[config.mk]
export PLATFORM = sky130hd
export DESIGN_NAME = bram_port_arb_flat
export DESIGN_NICKNAME = d
export VERILOG_FILES = /design/src/rtl/bram_port_arb_pkg.sv /design/src/rtl/bram_port_arb_if.sv /design/src/rtl/bram_port_arb_rr_arbiter.sv /design/src/rtl/bram_port_arb.sv /design/src/flat_wrapper.sv
export SDC_FILE = /design/constraint.sdc
export NUM_CORES = 1
export LEC_CHECK = 0
export CORE_MARGIN = 4
export CORE_UTILIZATION = 40
export CTS_CLUSTER_SIZE = 30
export DETAILED_ROUTE_END_ITERATION = 16
export DONT_BUFFER_PORTS = 1
export GPL_TIMING_DRIVEN = 0
export MAX_ROUTING_LAYER = met4
export PLACE_DENSITY = 0.56
export SLEW_MARGIN = 40
export SYNTH_ARGS = -nofsm -noshare
export SYNTH_HDL_FRONTEND = slang
export SYNTH_HIERARCHICAL = 1
export SYNTH_SLANG_ARGS = --single-unit
[constraint.sdc]
create_clock -name clk -period 6.8 [get_ports clk]
set_clock_uncertainty 0.2 [all_clocks]
set_input_delay 0.34 -clock clk [delete_from_list [all_inputs] [get_ports clk]]
set_output_delay 0.34 -clock clk [all_outputs]
set_load 0.02 [all_outputs]
[src/rtl/bram_port_arb_pkg.sv]
`timescale 1ns/1ps
// Shared types, widths and round-robin helpers for the BRAM port arbiter.
package bram_arb_pkg;

    localparam int unsigned WORD_BYTES = 4;
    localparam int unsigned DATA_W     = 32;
    localparam int unsigned LEN_W      = 32;
    localparam int unsigned WORDS_W    = 30;
    localparam int unsigned MAX_REQ    = 4;
    localparam int unsigned IDX_W      = 2;

    typedef enum logic [1:0] {
        ST_IDLE  = 2'd0,
        ST_BURST = 2'd1,
        ST_TAIL  = 2'd2
    } arb_state_e;

    // Context of the burst currently owning the port.
    typedef struct packed {
        logic               write;
        logic               err;
        logic [IDX_W-1:0]   idx;
        logic [WORDS_W-1:0] rem;
    } burst_ctx_t;

    // First requesting index at or after ptr, modulo num.
    function automatic logic [IDX_W-1:0] rr_next_grant(input logic [MAX_REQ-1:0] req,
                                                       input logic [IDX_W-1:0]   ptr,
                                                       input int unsigned        num);
        logic [IDX_W-1:0] pick;
        logic             found;
        int unsigned      j;
        pick  = ptr;
        found = 1'b0;
        for (int unsigned k = 0; k < MAX_REQ; k++) begin
            j = (32'(ptr) + k) % num;
            if (!found && (k < num) && req[j[IDX_W-1:0]]) begin
                pick  = j[IDX_W-1:0];
                found = 1'b1;
            end
        end
        return pick;
    endfunction

    function automatic logic [IDX_W-1:0] rr_wrap_inc(input logic [IDX_W-1:0] idx,
                                                     input int unsigned      num);
        return IDX_W'((32'(idx) + 32'd1) % num);
    endfunction

endpackage

[src/rtl/bram_port_arb_if.sv]
`timescale 1ns/1ps
// Requester bus plus BRAM port bundle; master = arbiter side, slave = requesters/BRAM.
// err exists only when BRAM_ARB_CHECK_EN is defined.
interface bram_port_arb_if #(
    parameter int unsigned NUM_REQ = 2,
    parameter int unsigned AW      = 32
);
    logic [NUM_REQ-1:0]    req_valid;
    logic [NUM_REQ-1:0]    req_write;
    logic [NUM_REQ*AW-1:0] req_addr;
    logic [NUM_REQ*32-1:0] req_len;
    logic [NUM_REQ-1:0]    req_ready;
    logic [NUM_REQ*32-1:0] wr_data;
    logic [NUM_REQ-1:0]    wr_pull;
    logic [31:0]           rd_data;
    logic [NUM_REQ-1:0]    rd_valid;
    logic [NUM_REQ-1:0]    done;
    logic                  busy;
`ifdef BRAM_ARB_CHECK_EN
    logic [NUM_REQ-1:0]    err;
`endif
    logic                  ram_clk;
    logic                  ram_rst;
    logic                  ram_en;
    logic [3:0]            ram_we;
    logic [AW-1:0]         ram_addr;
    logic [31:0]           ram_wr_data;
    logic [31:0]           ram_rd_data;

    modport master (
        input  req_valid, req_write, req_addr, req_len, wr_data, ram_rd_data,
        output req_ready, wr_pull, rd_data, rd_valid, done, busy,
`ifdef BRAM_ARB_CHECK_EN
               err,
`endif
               ram_clk, ram_rst, ram_en, ram_we, ram_addr, ram_wr_data
    );

    modport slave (
        output req_valid, req_write, req_addr, req_len, wr_data, ram_rd_data,
        input  req_ready, wr_pull, rd_data, rd_valid, done, busy,
`ifdef BRAM_ARB_CHECK_EN
               err,
`endif
               ram_clk, ram_rst, ram_en, ram_we, ram_addr, ram_wr_data
    );

endinterface

[src/rtl/bram_port_arb_rr_arbiter.sv]
`timescale 1ns/1ps
// Round-robin priority rotate; pointer moves past the winner when advance_i is set.
module rr_arbiter
    import bram_arb_pkg::*;
#(
    parameter int unsigned NUM_REQ = 2
) (
    input  logic               clk,
    input  logic               rst_n,
    input  logic [NUM_REQ-1:0] req_i,
    input  logic               advance_i,
    output logic [NUM_REQ-1:0] gnt_oh_c_o,
    output logic [IDX_W-1:0]   gnt_idx_c_o,
    output logic               gnt_valid_c_o
);

    logic [IDX_W-1:0] ptr_q, ptr_d;

    always_comb begin
        gnt_idx_c_o   = rr_next_grant(MAX_REQ'(req_i), ptr_q, NUM_REQ);
        gnt_valid_c_o = |req_i;
        gnt_oh_c_o    = gnt_valid_c_o ? (NUM_REQ'(1'b1) << gnt_idx_c_o) : '0;
        ptr_d         = advance_i ? rr_wrap_inc(gnt_idx_c_o, NUM_REQ) : ptr_q;
    end

    always_ff @(posedge clk or negedge rst_n) begin
        if (!rst_n) ptr_q <= '0;
        else        ptr_q <= ptr_d;
    end

endmodule

[src/rtl/bram_port_arb.sv]
`timescale 1ns/1ps
// Shares one 32-bit BRAM port among NUM_REQ burst requesters, one word per cycle.
// Define BRAM_ARB_CHECK_EN to reject short/misaligned bursts with an err pulse.
module bram_port_arb
    import bram_arb_pkg::*;
#(
    parameter int unsigned NUM_REQ = 2,
    parameter int unsigned AW      = 32
) (
    input logic             clk,
    input logic             rst_n,
    bram_port_arb_if.master bus
);

    arb_state_e         state_q, state_d;
    burst_ctx_t         ctx_q, ctx_d;
    logic [NUM_REQ-1:0] req_ready_q, req_ready_d, wr_pull_q, wr_pull_d;
    logic [NUM_REQ-1:0] rd_valid_q, rd_valid_d, done_q, done_d, err_q, err_d;
    logic               busy_q, busy_d, ram_en_q, ram_en_d;
    logic [3:0]         ram_we_q, ram_we_d;
    logic [AW-1:0]      ram_addr_q, ram_addr_d;
    logic [DATA_W-1:0]  ram_wr_data_q, ram_wr_data_d;

    logic [NUM_REQ-1:0] gnt_oh, cur_oh;
    logic [IDX_W-1:0]   gnt_idx;
    logic               gnt_valid, gnt_write, bad_req;
    logic [AW-1:0]      sel_addr;
    logic [LEN_W-1:0]   sel_len;
    logic [DATA_W-1:0]  sel_wdata, cur_wdata;
    logic [WORDS_W-1:0] sel_words;

    rr_arbiter #(.NUM_REQ(NUM_REQ)) u_rr_arbiter (
        .clk           (clk),
        .rst_n         (rst_n),
        .req_i         (bus.req_valid),
        .advance_i     ((state_q == ST_IDLE) && gnt_valid),
        .gnt_oh_c_o    (gnt_oh),
        .gnt_idx_c_o   (gnt_idx),
        .gnt_valid_c_o (gnt_valid)
    );

    // Descriptor of the candidate winner and write word of the current owner.
    always_comb begin
        sel_addr  = bus.req_addr[32'(gnt_idx)*AW +: AW];
        sel_len   = bus.req_len[32'(gnt_idx)*LEN_W +: LEN_W];
        sel_wdata = bus.wr_data[32'(gnt_idx)*DATA_W +: DATA_W];
        gnt_write = |(bus.req_write & gnt_oh);
        sel_words = WORDS_W'(sel_len >> 2);
        cur_wdata = bus.wr_data[32'(ctx_q.idx)*DATA_W +: DATA_W];
        cur_oh    = NUM_REQ'(1'b1) << ctx_q.idx;
`ifdef BRAM_ARB_CHECK_EN
        bad_req   = (sel_len < LEN_W'(WORD_BYTES)) || (sel_len[1:0] != 2'b00) ||
                    (sel_addr[1:0] != 2'b00);
`else
        bad_req   = 1'b0;
`endif
    end

    always_comb begin
        state_d       = state_q;
        ctx_d         = ctx_q;
        req_ready_d   = '0;
        wr_pull_d     = '0;
        done_d        = '0;
        err_d         = '0;
        rd_valid_d    = (ram_en_q && !ctx_q.write) ? cur_oh : '0;
        busy_d        = busy_q;
        ram_en_d      = ram_en_q;
        ram_we_d      = ram_we_q;
        ram_addr_d    = ram_addr_q;
        ram_wr_data_d = ram_wr_data_q;

        unique case (state_q)
            ST_IDLE: begin
                if (gnt_valid) begin
                    req_ready_d = gnt_oh;
                    busy_d      = 1'b1;
                    ctx_d.write = gnt_write;
                    ctx_d.err   = bad_req;
                    ctx_d.idx   = gnt_idx;
                    ctx_d.rem   = (sel_words == '0) ? '0 : sel_words - WORDS_W'(1);
                    state_d     = ST_BURST;
                    if (!bad_req) begin
                        ram_en_d      = 1'b1;
                        ram_addr_d    = sel_addr;
                        ram_we_d      = gnt_write ? 4'hF : 4'h0;
                        ram_wr_data_d = sel_wdata;
                        wr_pull_d     = gnt_write ? gnt_oh : '0;
                    end
                end
            end
            ST_BURST: begin
                if (ctx_q.err) begin
                    done_d  = cur_oh;
                    err_d   = cur_oh;
                    state_d = ST_TAIL;
                end else if (ctx_q.rem == '0) begin
                    ram_en_d   = 1'b0;
                    ram_we_d   = 4'h0;
                    ram_addr_d = '0;
                    done_d     = cur_oh;
                    state_d    = ST_TAIL;
                end else begin
                    ram_addr_d = ram_addr_q + AW'(WORD_BYTES);
                    ctx_d.rem  = ctx_q.rem - WORDS_W'(1);
                    if (ctx_q.write) begin
                        ram_wr_data_d = cur_wdata;
                        wr_pull_d     = cur_oh;
                    end
                end
            end
            ST_TAIL: begin
                busy_d  = 1'b0;
                state_d = ST_IDLE;
            end
            default: state_d = ST_IDLE;
        endcase
    end

    always_ff @(posedge clk or negedge rst_n) begin
        if (!rst_n) begin
            state_q       <= ST_IDLE;
            ctx_q         <= '0;
            req_ready_q   <= '0;
            wr_pull_q     <= '0;
            rd_valid_q    <= '0;
            done_q        <= '0;
            err_q         <= '0;
            busy_q        <= 1'b0;
            ram_en_q      <= 1'b0;
            ram_we_q      <= 4'h0;
            ram_addr_q    <= '0;
            ram_wr_data_q <= '0;
        end else begin
            state_q       <= state_d;
            ctx_q         <= ctx_d;
            req_ready_q   <= req_ready_d;
            wr_pull_q     <= wr_pull_d;
            rd_valid_q    <= rd_valid_d;
            done_q        <= done_d;
            err_q         <= err_d;
            busy_q        <= busy_d;
            ram_en_q      <= ram_en_d;
            ram_we_q      <= ram_we_d;
            ram_addr_q    <= ram_addr_d;
            ram_wr_data_q <= ram_wr_data_d;
        end
    end

    assign bus.req_ready   = req_ready_q;
    assign bus.wr_pull     = wr_pull_q;
    assign bus.rd_valid    = rd_valid_q;
    assign bus.done        = done_q;
    assign bus.busy        = busy_q;
    assign bus.rd_data     = bus.ram_rd_data;
    assign bus.ram_clk     = clk;
    assign bus.ram_rst     = 1'b0;
    assign bus.ram_en      = ram_en_q;
    assign bus.ram_we      = ram_we_q;
    assign bus.ram_addr    = ram_addr_q;
    assign bus.ram_wr_data = ram_wr_data_q;
`ifdef BRAM_ARB_CHECK_EN
    assign bus.err         = err_q;
`else
    // err_q only ever carries the checked-build flag; keep it observable in the port-less build.
    logic unused_err;
    assign unused_err = ^err_q;
`endif

endmodule

[src/flat_wrapper.sv]
// flat-port wrapper written by rule: the top's interface ports become plain ports
module bram_port_arb_flat import bram_arb_pkg::*;
#(
    parameter int unsigned NUM_REQ = 2,
    parameter int unsigned AW      = 32
)
  (clk, rst_n, bus_req_valid, bus_req_write, bus_req_addr, bus_req_len, bus_wr_data, bus_ram_rd_data, bus_req_ready, bus_wr_pull, bus_rd_data, bus_rd_valid, bus_done, bus_busy, bus_ram_clk, bus_ram_rst, bus_ram_en, bus_ram_we, bus_ram_addr, bus_ram_wr_data);
  bram_port_arb_if #(.NUM_REQ(NUM_REQ), .AW(AW)) bus_i ();
  input logic clk;
  input logic rst_n;
  input wire logic [$bits(bus_i.req_valid)-1:0] bus_req_valid;
  input wire logic [$bits(bus_i.req_write)-1:0] bus_req_write;
  input wire logic [$bits(bus_i.req_addr)-1:0] bus_req_addr;
  input wire logic [$bits(bus_i.req_len)-1:0] bus_req_len;
  input wire logic [$bits(bus_i.wr_data)-1:0] bus_wr_data;
  input wire logic [$bits(bus_i.ram_rd_data)-1:0] bus_ram_rd_data;
  output wire logic [$bits(bus_i.req_ready)-1:0] bus_req_ready;
  output wire logic [$bits(bus_i.wr_pull)-1:0] bus_wr_pull;
  output wire logic [$bits(bus_i.rd_data)-1:0] bus_rd_data;
  output wire logic [$bits(bus_i.rd_valid)-1:0] bus_rd_valid;
  output wire logic [$bits(bus_i.done)-1:0] bus_done;
  output wire logic [$bits(bus_i.busy)-1:0] bus_busy;
  output wire logic [$bits(bus_i.ram_clk)-1:0] bus_ram_clk;
  output wire logic [$bits(bus_i.ram_rst)-1:0] bus_ram_rst;
  output wire logic [$bits(bus_i.ram_en)-1:0] bus_ram_en;
  output wire logic [$bits(bus_i.ram_we)-1:0] bus_ram_we;
  output wire logic [$bits(bus_i.ram_addr)-1:0] bus_ram_addr;
  output wire logic [$bits(bus_i.ram_wr_data)-1:0] bus_ram_wr_data;
  assign bus_i.req_valid = bus_req_valid;
  assign bus_i.req_write = bus_req_write;
  assign bus_i.req_addr = bus_req_addr;
  assign bus_i.req_len = bus_req_len;
  assign bus_i.wr_data = bus_wr_data;
  assign bus_i.ram_rd_data = bus_ram_rd_data;
  assign bus_req_ready = bus_i.req_ready;
  assign bus_wr_pull = bus_i.wr_pull;
  assign bus_rd_data = bus_i.rd_data;
  assign bus_rd_valid = bus_i.rd_valid;
  assign bus_done = bus_i.done;
  assign bus_busy = bus_i.busy;
  assign bus_ram_clk = bus_i.ram_clk;
  assign bus_ram_rst = bus_i.ram_rst;
  assign bus_ram_en = bus_i.ram_en;
  assign bus_ram_we = bus_i.ram_we;
  assign bus_ram_addr = bus_i.ram_addr;
  assign bus_ram_wr_data = bus_i.ram_wr_data;
  bram_port_arb #(.NUM_REQ(NUM_REQ), .AW(AW)) u_core (.clk(clk), .rst_n(rst_n), .bus(bus_i));
endmodule
Yosys cells after proc, flatten, opt, wreduce, memory -nomap -nowiden
Cells that the tools add are included.
- RAM bits: 0
- latch bits: 0
- memory bits (read-only): 0
- flip-flop bits (word level): 113
- logic and storage cells: 92
- memories: 0
- reductions and logical operators: 19
- $add $sub $neg: 5
- equal/unequal tests: 6
- bitwise gates (word level): 1
- shift operators: 6
- divide/modulo/power cells: 0
- multiply operators: 0
- magnitude comparators: 2
- multiplexer cells: 39
- operators with widths (cell ; number):
    64-bit by 7-bit variable part select with 32-bit output ; 4
    32-bit 2-to-1 mux ; 5
    32-bit one-hot mux with 2 select lines ; 2
    30-bit 2-to-1 mux ; 3
    30-bit logical NOT ; 2
    30-bit one-hot mux with 2 select lines ; 1
    30-bit by 1-bit subtractor with 30-bit output, second input constant ; 2
    32-bit by 3-bit adder with 32-bit output, second input constant ; 1
    2-bit 2-to-1 mux ; 12
    4-bit 2-to-1 mux ; 3
    1-bit 2-to-1 mux ; 8
    2-bit one-hot mux with 2 select lines ; 2
    4-bit one-hot mux with 2 select lines ; 1
    2-bit AND reduction ; 4
    1-bit by 3-bit < comparator with 1-bit output, second input constant ; 2
    2-bit by 1-bit inequality test with 1-bit output, second input constant ; 3
    3-bit AND reduction ; 2
    1-bit one-hot mux with 2 select lines ; 2
    4-bit AND reduction ; 1
    2-bit nonzero test ; 2
    2-bit OR reduction ; 2
    1-bit by 1-bit << shifter with 2-bit output, first input constant ; 2
    1-bit logical AND ; 3
    1-bit adder, second input constant ; 2
    other kinds (6) ; 7

Longest topological paths before layout
- depth after elaboration: 13
- depth in mapped cells: 15
- depth with buffers taken out: 11

Cells and area by module
The synthesis kept the hierarchy.
- by module, submodules not included (module ; area an instance (µm²) ; cells an instance ; times used ; sequential area each (µm²)):
    bram_port_arb ; 7737.4 ; 907 ; 1 ; 2752.6
    rr_arbiter ; 100.1 ; 13 ; 1 ; 25.0

==> flow_metrics.tcl <==
set metrics [dict create \
    crit_chain "dlygate4sd3_1 > a21boi_0 > nor2_1 > buf_4 > buf_2 > buf_1 > clkbuf_2 > mux2i_1 > or2_2 > ha_1 > o21ai_0 > nor3_1 > nand3_2 > o41ai_4 > buf_2 > o221ai_1" \
    yosysSeqAreaShare 0.354 \
    ir_worst_vdd_v 0.000147 \
    fin_crit_sh 0.887 \
    pre_cts_slack_ns 0.969 \
    placed_cell_area_mm2 0.00817 \
    hold_path_class "in -> reg" \
    initial_core_util 0.413 \
    grt_first_pass_wirelength_um 43400 \
    cp.required_ns 6.92 \
    timing.final.hold_violations 0 \
    outcome "completed" \
    area_growth_pct 20.3 \
    synth_top_flop_cell "dfrtp_1" \
    cpLargestDelayFamily "buffers and inverters" \
    p_per_area_mw_per_mm2 339 \
    avgRoutedWirePerCell_um 22.7 \
    post_cts_buffers 0 \
    fin_tns_setup_ns 0 \
    track_usage 0.260 \
    antenna_cells 0 \
    die_h_um 148 \
    synthDistinctLibCells 74 \
    synthArstFlopShare 1.00 \
    synth_area_leaders "dfrtp_1 35%, mux2i_1 11%, nor2_1 4.9%, nand2_1 4.5%, o21ai_0 4.4%" \
    layout.cells.most_common "dfrtp_1" \
    clkLatencyLatePin_ns 0.47 \
    drc 0 \
    critPathLaunchType "input pin" \
    cts_resized 0 \
    yosysTopAreaCellShare 0.354 \
    synth_edf_count 0 \
    crit_top_cell "buf_2" \
    die_w_um 148 \
    gp_congestion 0.891 \
    final_cell_mix "111 x dfrtp_1, 103 x nor2_1, 94 x nand2_1" \
    critPathKind "in -> reg" \
    synthesis.area_mm2 0.00784 \
    synth_top_family_by_area "simple AND/OR/NAND/NOR gates" \
    holdBufCountCts 85 \
    fillCellCount 1851 \
    leakage_uw 0.00398 \
    maxSlewViolCount 0 \
    synth_xor_area_frac 0.0257 \
    finish.net_count 1253 \
    clk_pin_slew_ns 0.08 \
    grt_pass1_vias 7544 \
    timing.final.ws_setup_ns 0.766 \
    fmax_ghz 0.166 \
    die_area_mm2 0.0219 \
    critPathBufInv 6 \
    ys_ff_latch 111 \
    synth_area_leader_cell "dfrtp_1" \
    rows 50 \
    max_cap_violations 0 \
    max_slew_margin 0.422 \
    io_pins 342 \
    p_total_uw 3190 \
    syn_inst 920 \
    layout.area.seq_mm2 0.00278 \
    routed_wl_um 29200 \
    final_cell_area_mm2 0.00943 \
    dp_hpwl_um 21200 \
    end_kind "register" \
    multiInputGateArea_mm2 0.00449 \
    vias 7696 \
    crit_path_top_delay_cell "o41ai_4" \
    synth_mux_area_frac 0.126 \
    core_mm2 0.0190 \
    grt_max_degree 112 \
    synth-compound-area-share 0.205 \
    rsz0062_at_grt "no" \
    critical_path.max_fanout 10 \
    drt_iter0_markers 652 \
    setup_viol 0 \
    min_period_ns 6.03 \
    cts_tree "yes" \
    syn_avg_cell_area_um2 8.52 \
    grt_overflow 0 \
    antenna_found_initial 0 \
    synth-simple-area-share 0.208 \
    post-route-util 0.497 \
    synth_nets 1154 \
    yosys.area_share.adder 0.00639 \
    via_per_inst 5.99 \
    layout-drive-gt1-share 0.104 \
    arrival_ns 6.16 \
    worst_pin_slew_ns 0.867 \
    cpPeakStageDelay_ns 0.76 \
    ys_warn_count 6 \
    drt-pass1-iter-count 5 \
    antenna_left 0 \
    io_buffers 0 \
]
==> cells in the mapped netlist (all sizes together), types with 14 or more instances <==
cell,instances
dfrtp,111
nor2,105
nand2,94
mux2i,90
o21ai,70
buf,60
o31ai,36
a21oi,35
nor3,33
clkbuf,32
nand3,22
xnor2,18
o22ai,16
inv,15
nor4,14
o221ai,14
==> final cells by class <==
type / count / share of cell area
Buffer: 92 / 0.0545
Timing Repair Buffer: 85 / 0.0921
Inverter: 17 / 0.00677
Tap cell: 260 / 0.0345
Clock inverter: 7 / 0.00902
Sequential cell: 111 / 0.295
Multi-Input combinational cell: 700 / 0.477
Clock buffer: 12 / 0.0318
==> power breakdown <==
group	leakage [uW]	total [uW]	switching, uW	internal, uW
registers	0.00141	1360	473	886
logic	0.00237	1160	647	515
clock network	0.000195	671	294	377
total	0.00398	3190	1410	1780
==> flip-flops by register name, summed over array words and instances (netlist names) <==
register                   count
u_core/bus.ram_addr           32
u_core/state_q                 2
u_core/bus.ram_en              1
u_core/bus.req_ready           2
u_core/bus.ram_we              1
u_core/bus.done                2
u_core/bus.busy                1
u_core/bus.ram_wr_data        32
u_core/ctx_q                  33
u_core/bus.rd_valid            2
u_core/bus.wr_pull             2
u_core/u_rr_arbiter/ptr_q      1
==> metal layers <==
metal | wire (um) | global-route usage | vias up
met4 | 669 | 0.0790 | 0
met5 | 0 | - | -
li1 | - | - | 3551
met2 | 13900 | 0.414 | 425
met1 | 12000 | 0.339 | 3670
met3 | 2600 | 0.0457 | 50
==> stage by stage <==
stage	instances	hold slack, ns
4_1_cts	1284	0.00307
2_1_floorplan	920	-0.156
3_3_place_gp	1180	-0.153
5_1_grt	1284	0.0394
3_5_place_dp	1180	-0.152
6_report	1284	0.0188
==> worst min-delay path, stage by stage <==
cell and delay [ns]:
mux2i_1 0.11, o21a_1 0.12, o21ai_0 0.07
==> worst paths after layout <==
kind	to	cells past startpoint	slack (ns)	from
setup / recovery	u_core/ctx_q[26]	16	0.77	bus_req_valid[1]
hold / removal	u_core/bus.ram_addr[26]	3	0.02	bus_req_addr[26]
setup reg to reg	u_core/ctx_q[26]	15	0.88	u_core/u_rr_arbiter/ptr_q[0]
hold reg to reg	u_core/ctx_q[16]	2	0.30	u_core/ctx_q[16]
max in group asynchronous	u_core/bus.ram_addr[7]	2	5.67	rst_n
min in group asynchronous	u_core/bus.ram_wr_data[7]	2	0.27	rst_n
==> cells by family (layout without fill, tap and decap cells) <==
| group | after synthesis | in the layout |
|---|---|---|
| DFF | 111 | 111 |
| and+or+nand+nor | 336 | 336 |
| AOI/OAI and AO/OA | 237 | 237 |
| buffers and inverters | 109 | 213 |
| other | 2 | 2 |
| adders and majority gates | 4 | 4 |
| muxes | 98 | 98 |
| xor gates and xnor gates | 23 | 23 |
Note: power is estimated with default switching activity, not from simulation.
